File: src/rtl/rr_quota_arbiter_pkg.sv
// rtl/rr_quota_arbiter_pkg.sv - shared state encoding and width helper for the quota arbiter
package rr_quota_arbiter_pkg;

  typedef enum logic {
    ST_IDLE = 1'b0,
    ST_BUSY = 1'b1
  } arb_state_e;

  function automatic int clog2(input int value);
    int r;
    r = 0;
    while ((1 << r) < value) r++;
    return r;
  endfunction

endpackage

File: src/rtl/rr_quota_arbiter_if.sv
// rtl/rr_quota_arbiter_if.sv - request/grant bundle between requesting masters and the arbiter
interface rr_quota_arbiter_if #(
  parameter int N    = 4,
  parameter int ID_W = 2
);
  logic [N-1:0]    request;
  logic [N-1:0]    grant;
  logic            grant_valid;
  logic [ID_W-1:0] grant_id;
  logic            quota_expired;

  modport master (
    output request,
    input  grant, grant_valid, grant_id, quota_expired
  );

  modport slave (
    input  request,
    output grant, grant_valid, grant_id, quota_expired
  );
endinterface

File: src/rtl/rr_quota_arbiter_pick.sv
// rtl/rr_quota_arbiter_pick.sv - round-robin winner search starting at a given index
module rr_quota_arbiter_pick #(
  parameter int N    = 4,
  parameter int ID_W = 2
) (
  input  logic [N-1:0]    mask,
  input  logic [ID_W-1:0] start,
  output logic            found,
  output logic [ID_W-1:0] win_id,
  output logic [N-1:0]    win_onehot
);

  logic [2*N-1:0]  dbl;
  logic [N-1:0]    rot;
  logic [ID_W-1:0] off;
  logic [ID_W:0]   sum_id;

  always_comb begin
    dbl = {mask, mask};
    // rot[i] corresponds to requester (start + i) mod N
    rot = dbl[start +: N];
    found = 1'b0;
    off = '0;
    for (int i = N - 1; i >= 0; i--) begin
      if (rot[i]) begin
        found = 1'b1;
        off = ID_W'(i);
      end
    end
    sum_id = {1'b0, start} + {1'b0, off};
    win_id = (sum_id >= (ID_W+1)'(N)) ? ID_W'(sum_id - (ID_W+1)'(N)) : ID_W'(sum_id);
    win_onehot = found ? ({{(N-1){1'b0}}, 1'b1} << win_id) : '0;
  end

endmodule

File: src/rtl/rr_quota_arbiter.sv
// rtl/rr_quota_arbiter.sv - round-robin arbiter with per-owner hold quota and forced rotation
module rr_quota_arbiter
  import rr_quota_arbiter_pkg::*;
#(
  parameter int N        = 4,
  parameter int MAX_HOLD = 8,
  parameter int ID_W     = clog2(N),
  parameter int CNT_W    = clog2(MAX_HOLD + 1)
) (
  input  logic                clock,
  input  logic                reset,
  rr_quota_arbiter_if.slave   bus
);

  arb_state_e      state, state_nxt;
  logic [CNT_W-1:0] hold_cnt, hold_nxt;
  logic [ID_W-1:0] last_id, last_nxt;
  logic [N-1:0]    grant_q, grant_nxt;
  logic [ID_W-1:0] grant_id_q, grant_id_nxt;
  logic            valid_q, valid_nxt;
  logic            expired_q, expired_nxt;

  logic [N-1:0]    cand;
  logic [ID_W-1:0] start;
  logic            own_req;
  logic            found;
  logic [ID_W-1:0] win_id;
  logic [N-1:0]    win_onehot;

  // In BUSY the owner is excluded; on voluntary release its bit is already low.
  assign cand    = (state == ST_BUSY) ? (bus.request & ~grant_q) : bus.request;
  assign own_req = |(bus.request & grant_q);
  assign start   = (last_id == ID_W'(N - 1)) ? '0 : last_id + 1'b1;

  rr_quota_arbiter_pick #(.N(N), .ID_W(ID_W)) u_pick (
    .mask       (cand),
    .start      (start),
    .found      (found),
    .win_id     (win_id),
    .win_onehot (win_onehot)
  );

  always_comb begin
    state_nxt   = state;
    hold_nxt    = hold_cnt;
    last_nxt    = last_id;
    grant_nxt   = grant_q;
    expired_nxt = 1'b0;
    case (state)
      ST_IDLE: begin
        if (found) begin
          state_nxt = ST_BUSY;
          grant_nxt = win_onehot;
          hold_nxt  = CNT_W'(1);
          last_nxt  = win_id;
        end
      end
      ST_BUSY: begin
        if (!own_req) begin
          if (found) begin
            grant_nxt = win_onehot;
            hold_nxt  = CNT_W'(1);
            last_nxt  = win_id;
          end else begin
            state_nxt = ST_IDLE;
            grant_nxt = '0;
            hold_nxt  = '0;
          end
        end else if (hold_cnt < CNT_W'(MAX_HOLD)) begin
          hold_nxt = hold_cnt + CNT_W'(1);
        end else if (found) begin
          grant_nxt   = win_onehot;
          hold_nxt    = CNT_W'(1);
          last_nxt    = win_id;
          expired_nxt = 1'b1;
        end else begin
          // nobody else waiting: owner keeps the resource with a fresh quota
          hold_nxt = CNT_W'(1);
        end
      end
      default: state_nxt = ST_IDLE;
    endcase
    valid_nxt    = (state_nxt == ST_BUSY);
    grant_id_nxt = valid_nxt ? last_nxt : '0;
  end

  always_ff @(posedge clock) begin
    if (reset) begin
      state      <= ST_IDLE;
      hold_cnt   <= '0;
      last_id    <= ID_W'(N - 1);
      grant_q    <= '0;
      grant_id_q <= '0;
      valid_q    <= 1'b0;
      expired_q  <= 1'b0;
    end else begin
      state      <= state_nxt;
      hold_cnt   <= hold_nxt;
      last_id    <= last_nxt;
      grant_q    <= grant_nxt;
      grant_id_q <= grant_id_nxt;
      valid_q    <= valid_nxt;
      expired_q  <= expired_nxt;
    end
  end

  assign bus.grant         = grant_q;
  assign bus.grant_id      = grant_id_q;
  assign bus.grant_valid   = valid_q;
  assign bus.quota_expired = expired_q;

endmodule

File: src/flat_wrapper.sv
// flat-port wrapper written by rule: the top's interface ports become plain ports
module rr_quota_arbiter_flat import rr_quota_arbiter_pkg::*;
#(
  parameter int N        = 4,
  parameter int MAX_HOLD = 8,
  parameter int ID_W     = clog2(N),
  parameter int CNT_W    = clog2(MAX_HOLD + 1)
)
  (clock, reset, bus_request, bus_grant, bus_grant_valid, bus_grant_id, bus_quota_expired);
  rr_quota_arbiter_if #(.N(N), .ID_W(ID_W)) bus_i ();
  input  logic clock;
  input  logic reset;
  input wire logic [$bits(bus_i.request)-1:0] bus_request;
  output wire logic [$bits(bus_i.grant)-1:0] bus_grant;
  output wire logic [$bits(bus_i.grant_valid)-1:0] bus_grant_valid;
  output wire logic [$bits(bus_i.grant_id)-1:0] bus_grant_id;
  output wire logic [$bits(bus_i.quota_expired)-1:0] bus_quota_expired;
  assign bus_i.request = bus_request;
  assign bus_grant = bus_i.grant;
  assign bus_grant_valid = bus_i.grant_valid;
  assign bus_grant_id = bus_i.grant_id;
  assign bus_quota_expired = bus_i.quota_expired;
  rr_quota_arbiter #(.N(N), .MAX_HOLD(MAX_HOLD), .ID_W(ID_W), .CNT_W(CNT_W)) u_core (.clock(clock), .reset(reset), .bus(bus_i));
endmodule
File: config.mk
export PLATFORM = sky130hd
export DESIGN_NAME = rr_quota_arbiter_flat
export DESIGN_NICKNAME = d
export VERILOG_FILES = /design/src/rtl/rr_quota_arbiter_pkg.sv /design/src/rtl/rr_quota_arbiter_if.sv /design/src/rtl/rr_quota_arbiter_pick.sv /design/src/rtl/rr_quota_arbiter.sv /design/src/flat_wrapper.sv
export SDC_FILE = /design/constraint.sdc
export NUM_CORES = 1
export LEC_CHECK = 0
export ABC_AREA = 0
export CORE_AREA = 4 4 46 48
export DETAILED_ROUTE_END_ITERATION = 8
export DIE_AREA = 0 0 50 52
export PLACE_DENSITY = 0.8
export SLEW_MARGIN = 20
export SYNTH_ARGS = -nofsm -noshare
export SYNTH_HDL_FRONTEND = slang
export SYNTH_SLANG_ARGS = --single-unit
File: constraint.sdc
create_clock -name clock -period 2.75 [get_ports clock]
set_input_delay 0.6875 -clock clock [delete_from_list [all_inputs] [get_ports clock]]
set_output_delay 0.6875 -clock clock [all_outputs]
set_load 0.02 [all_outputs]
==> impl_metrics.tcl <==
set metrics [dict create \
    cp.arrival_ns 2.81 \
    track_usage_pct 16.7 \
    grt_first_pass_wirelength_um 3370 \
    syn_nets 106 \
    post_synth_main_area_contributors "sky130_fd_sc_hd__dfxtp_1 (34%), sky130_fd_sc_hd__nor3_1 (6.1%), sky130_fd_sc_hd__ha_1 (4.6%)" \
    port_buffers 13 \
    synthesis.instances 97 \
    finalClockSkew_ns 0.00137 \
    total_detailed_routing_wirelength_um 2020 \
    ff2ff_path_depth 8 \
    synth.yosys.seq_area_share_pct 34.1 \
    hold_slack_ns 0.521 \
    critPathCaptureType "register" \
    synthMostInstantiatedCell "sky130_fd_sc_hd__dfxtp_1" \
    synth_cell_count_leaders "sky130_fd_sc_hd__dfxtp_1 (14), sky130_fd_sc_hd__nor2_1 (10), sky130_fd_sc_hd__nor3_1 (10)" \
    cp_slowest_stage_delay_ns 0.51 \
    critPathMostFrequentCell "sky130_fd_sc_hd__xnor2_2" \
    final_layout_size_suffix_gt1_share_pct 18.5 \
    first_global_vias 795 \
    timing.final.max_slew_violations 0 \
    cts_buffers 3 \
    crit_path_max_fanout 6 \
    postRouteAntennaNets 0 \
    maxClockFrequency_mhz 381 \
    antenna_violations_before_repair 0 \
    gpl.final_weighted_congestion 0.800 \
    timing.critical_path.depth 10 \
    floorplan.die_area_mm2 0.00260 \
    ys_seq_elements 14 \
    route.vias.total 814 \
    netlist.top_cell.by_area "sky130_fd_sc_hd__dfxtp_1" \
    fill_cells 140 \
    clk-insertion-delay-late_ns 0.29 \
    critical_path.n_buffers_inverters 1 \
    crit_chain "clkdlybuf4s50_1, a21boi_2, or2_1, nor3_1, a31oi_1, o21ai_0, ha_1, xnor2_2, xnor2_2, a32o_1" \
    synth_top_area_share_pct 34.1 \
    slowest_stage "sky130_fd_sc_hd__clkdlybuf4s50_1" \
    worst-endpoint-required_ns 2.94 \
    hold_class "register to register" \
    vias_per_std_cell 5.65 \
    post_cts_hold_buffer_count 0 \
    std_cell_rows 15 \
    leakagePower_nw 0.421 \
    outcome "finished, final reports clean" \
    ys_async_sr_fraction_pct 0 \
    wire_per_inst_um 14.0 \
    max_slew_margin_pct 62.5 \
    placeableCoreArea_mm2 0.00171 \
    place_worst_setup_slack_ns -0.221 \
    vdd_drop_max_v 0.000585 \
    category_of_cells_accounting_for_the_largest_share_of_critical_path_delay "compound AO/OA/AOI/OAI gates" \
    report.final.hold_viol_count 0 \
    route.detailed.drc 0 \
    setup_viol_count_final 0 \
    cts_tree "done" \
    h-tree-depth 1 \
    tightest_slew_ns 0.558 \
    synth_ff_type "sky130_fd_sc_hd__dfxtp_1" \
    min_period_ns 2.62 \
    timing.critical_path.from_type "primary input" \
    die_x_um 50 \
    drt_pass1_iterations 4 \
    synth_area_per_cell_um2 8.47 \
    cts.sinks 14 \
    path_class "primary input to register" \
    die_height_um 52 \
    rsz0062_at_grt "no" \
    power.density_cell_area_mw_per_mm2 896 \
    post_cts_resized 0 \
    synth.yosys.warnings 0 \
    top_level_ports 14 \
    synth-edff-count 0 \
    fin_nets 129 \
    dp_hpwl_um 1480 \
    postCtsSetupRepairBufs 0 \
    overflow 0 \
    antennaDiodeCount 0 \
    grt_max_degree 15 \
    clkTransAtPathRegs_ns 0.09 \
    layout_setup_ws_ns 0.128 \
    ys_types 36 \
    cts_max_path_buffers 2 \
    hold-path-cell-count 2 \
    area_added_between_synthesis_and_finish_pct 30.9 \
    first_iter_violations 24 \
    clockRootBuffer "sky130_fd_sc_hd__clkbuf_4" \
    period_share_pct 95.3 \
    post_synth_instance_area_um2 822 \
    starting_density_pct 48.1 \
    drv_cap 0 \
]
[layout by cell type (no fill, tap or decap), drive strengths merged, types with 3 or more instances in the layout]
cell type	netlist	routed
nor3	10	10
a21oi	4	4
nand2	6	6
buf	2	8
clkbuf	1	4
dfxtp	14	14
nand3	3	3
a21boi	4	4
ha	3	3
o21ai	7	7
nor2	10	10
inv	3	3
clkdlybuf4s50	0	13
[per-stage QoR]
stage          area (um2)  util, %  setup TNS (ns)  instances  power, mW
2_1_floorplan         822        -               0         97      0.629
3_3_place_gp         1020     59.6          -0.675        140      0.749
3_5_place_dp         1020     59.6           -1.24        140      0.757
4_1_cts              1050     61.7               0        144      0.918
5_1_grt              1080     63.0               0        144       1.02
6_report             1080     63.0               0        144      0.964
[registers in the layout, indices dropped and copies added (netlist names)]
name and cells:
u_core.bus.grant 4, u_core.hold_cnt 4, u_core.bus.grant_id 2, u_core.bus.quota_expired 1, u_core.bus.grant_valid 1, u_core.last_id 2
[cell type report]
type                    instances  area (um2)  share of cell area (%)
repair buffers                 21         190                    17.7
flip-flops and latches         14         280                    26.0
clock buffers                   4        36.3                    3.37
multi-input cells              77         527                    49.0
well taps                      25        31.3                    2.91
inverters                       3        11.3                    1.05
[metal layers]
metal | vias to the layer above | share of wire (%) | global-route usage (%)
met5 | - | 0 | 0
met4 | 0 | 2.2 | 7.83
met3 | 7 | 6.0 | 4.30
met2 | 25 | 45 | 26.7
met1 | 370 | 47 | 20.8
li1 | 412 | - | -
[worst min-delay path: stages, from the launching register on]
cell and delay (ns):
sky130_fd_sc_hd__dfxtp_1 0.33, sky130_fd_sc_hd__nand3_1 0.06, sky130_fd_sc_hd__o21ai_0 0.08
[where the power goes]
part / switching (mW) / internal (mW)
Combinational: 0.284 / 0.240
Sequential: 0.0386 / 0.248
Clock: 0.0728 / 0.0808
[worst paths after layout]
check	slack (ns)	from	to
min	0.52	u_core.last_id[1]	u_core.bus.grant_id[1]
min reg2reg	0.52	u_core.last_id[1]	u_core.bus.grant_id[1]
max	0.13	bus_request[3]	u_core.bus.grant[0]
max reg2reg	0.37	u_core.last_id[0]	u_core.bus.grant[0]
[logic make-up after synthesis]
family	Yosys count	share of synthesized area, %
simple gates	37	22.2
compound gates	34	31.2
flops	14	34.1
buf+inv	6	4.57
fa+ha+maj	3	4.57
xor+xnor	2	2.13
mux	1	1.22
Power figures use the tool's default switching activity.
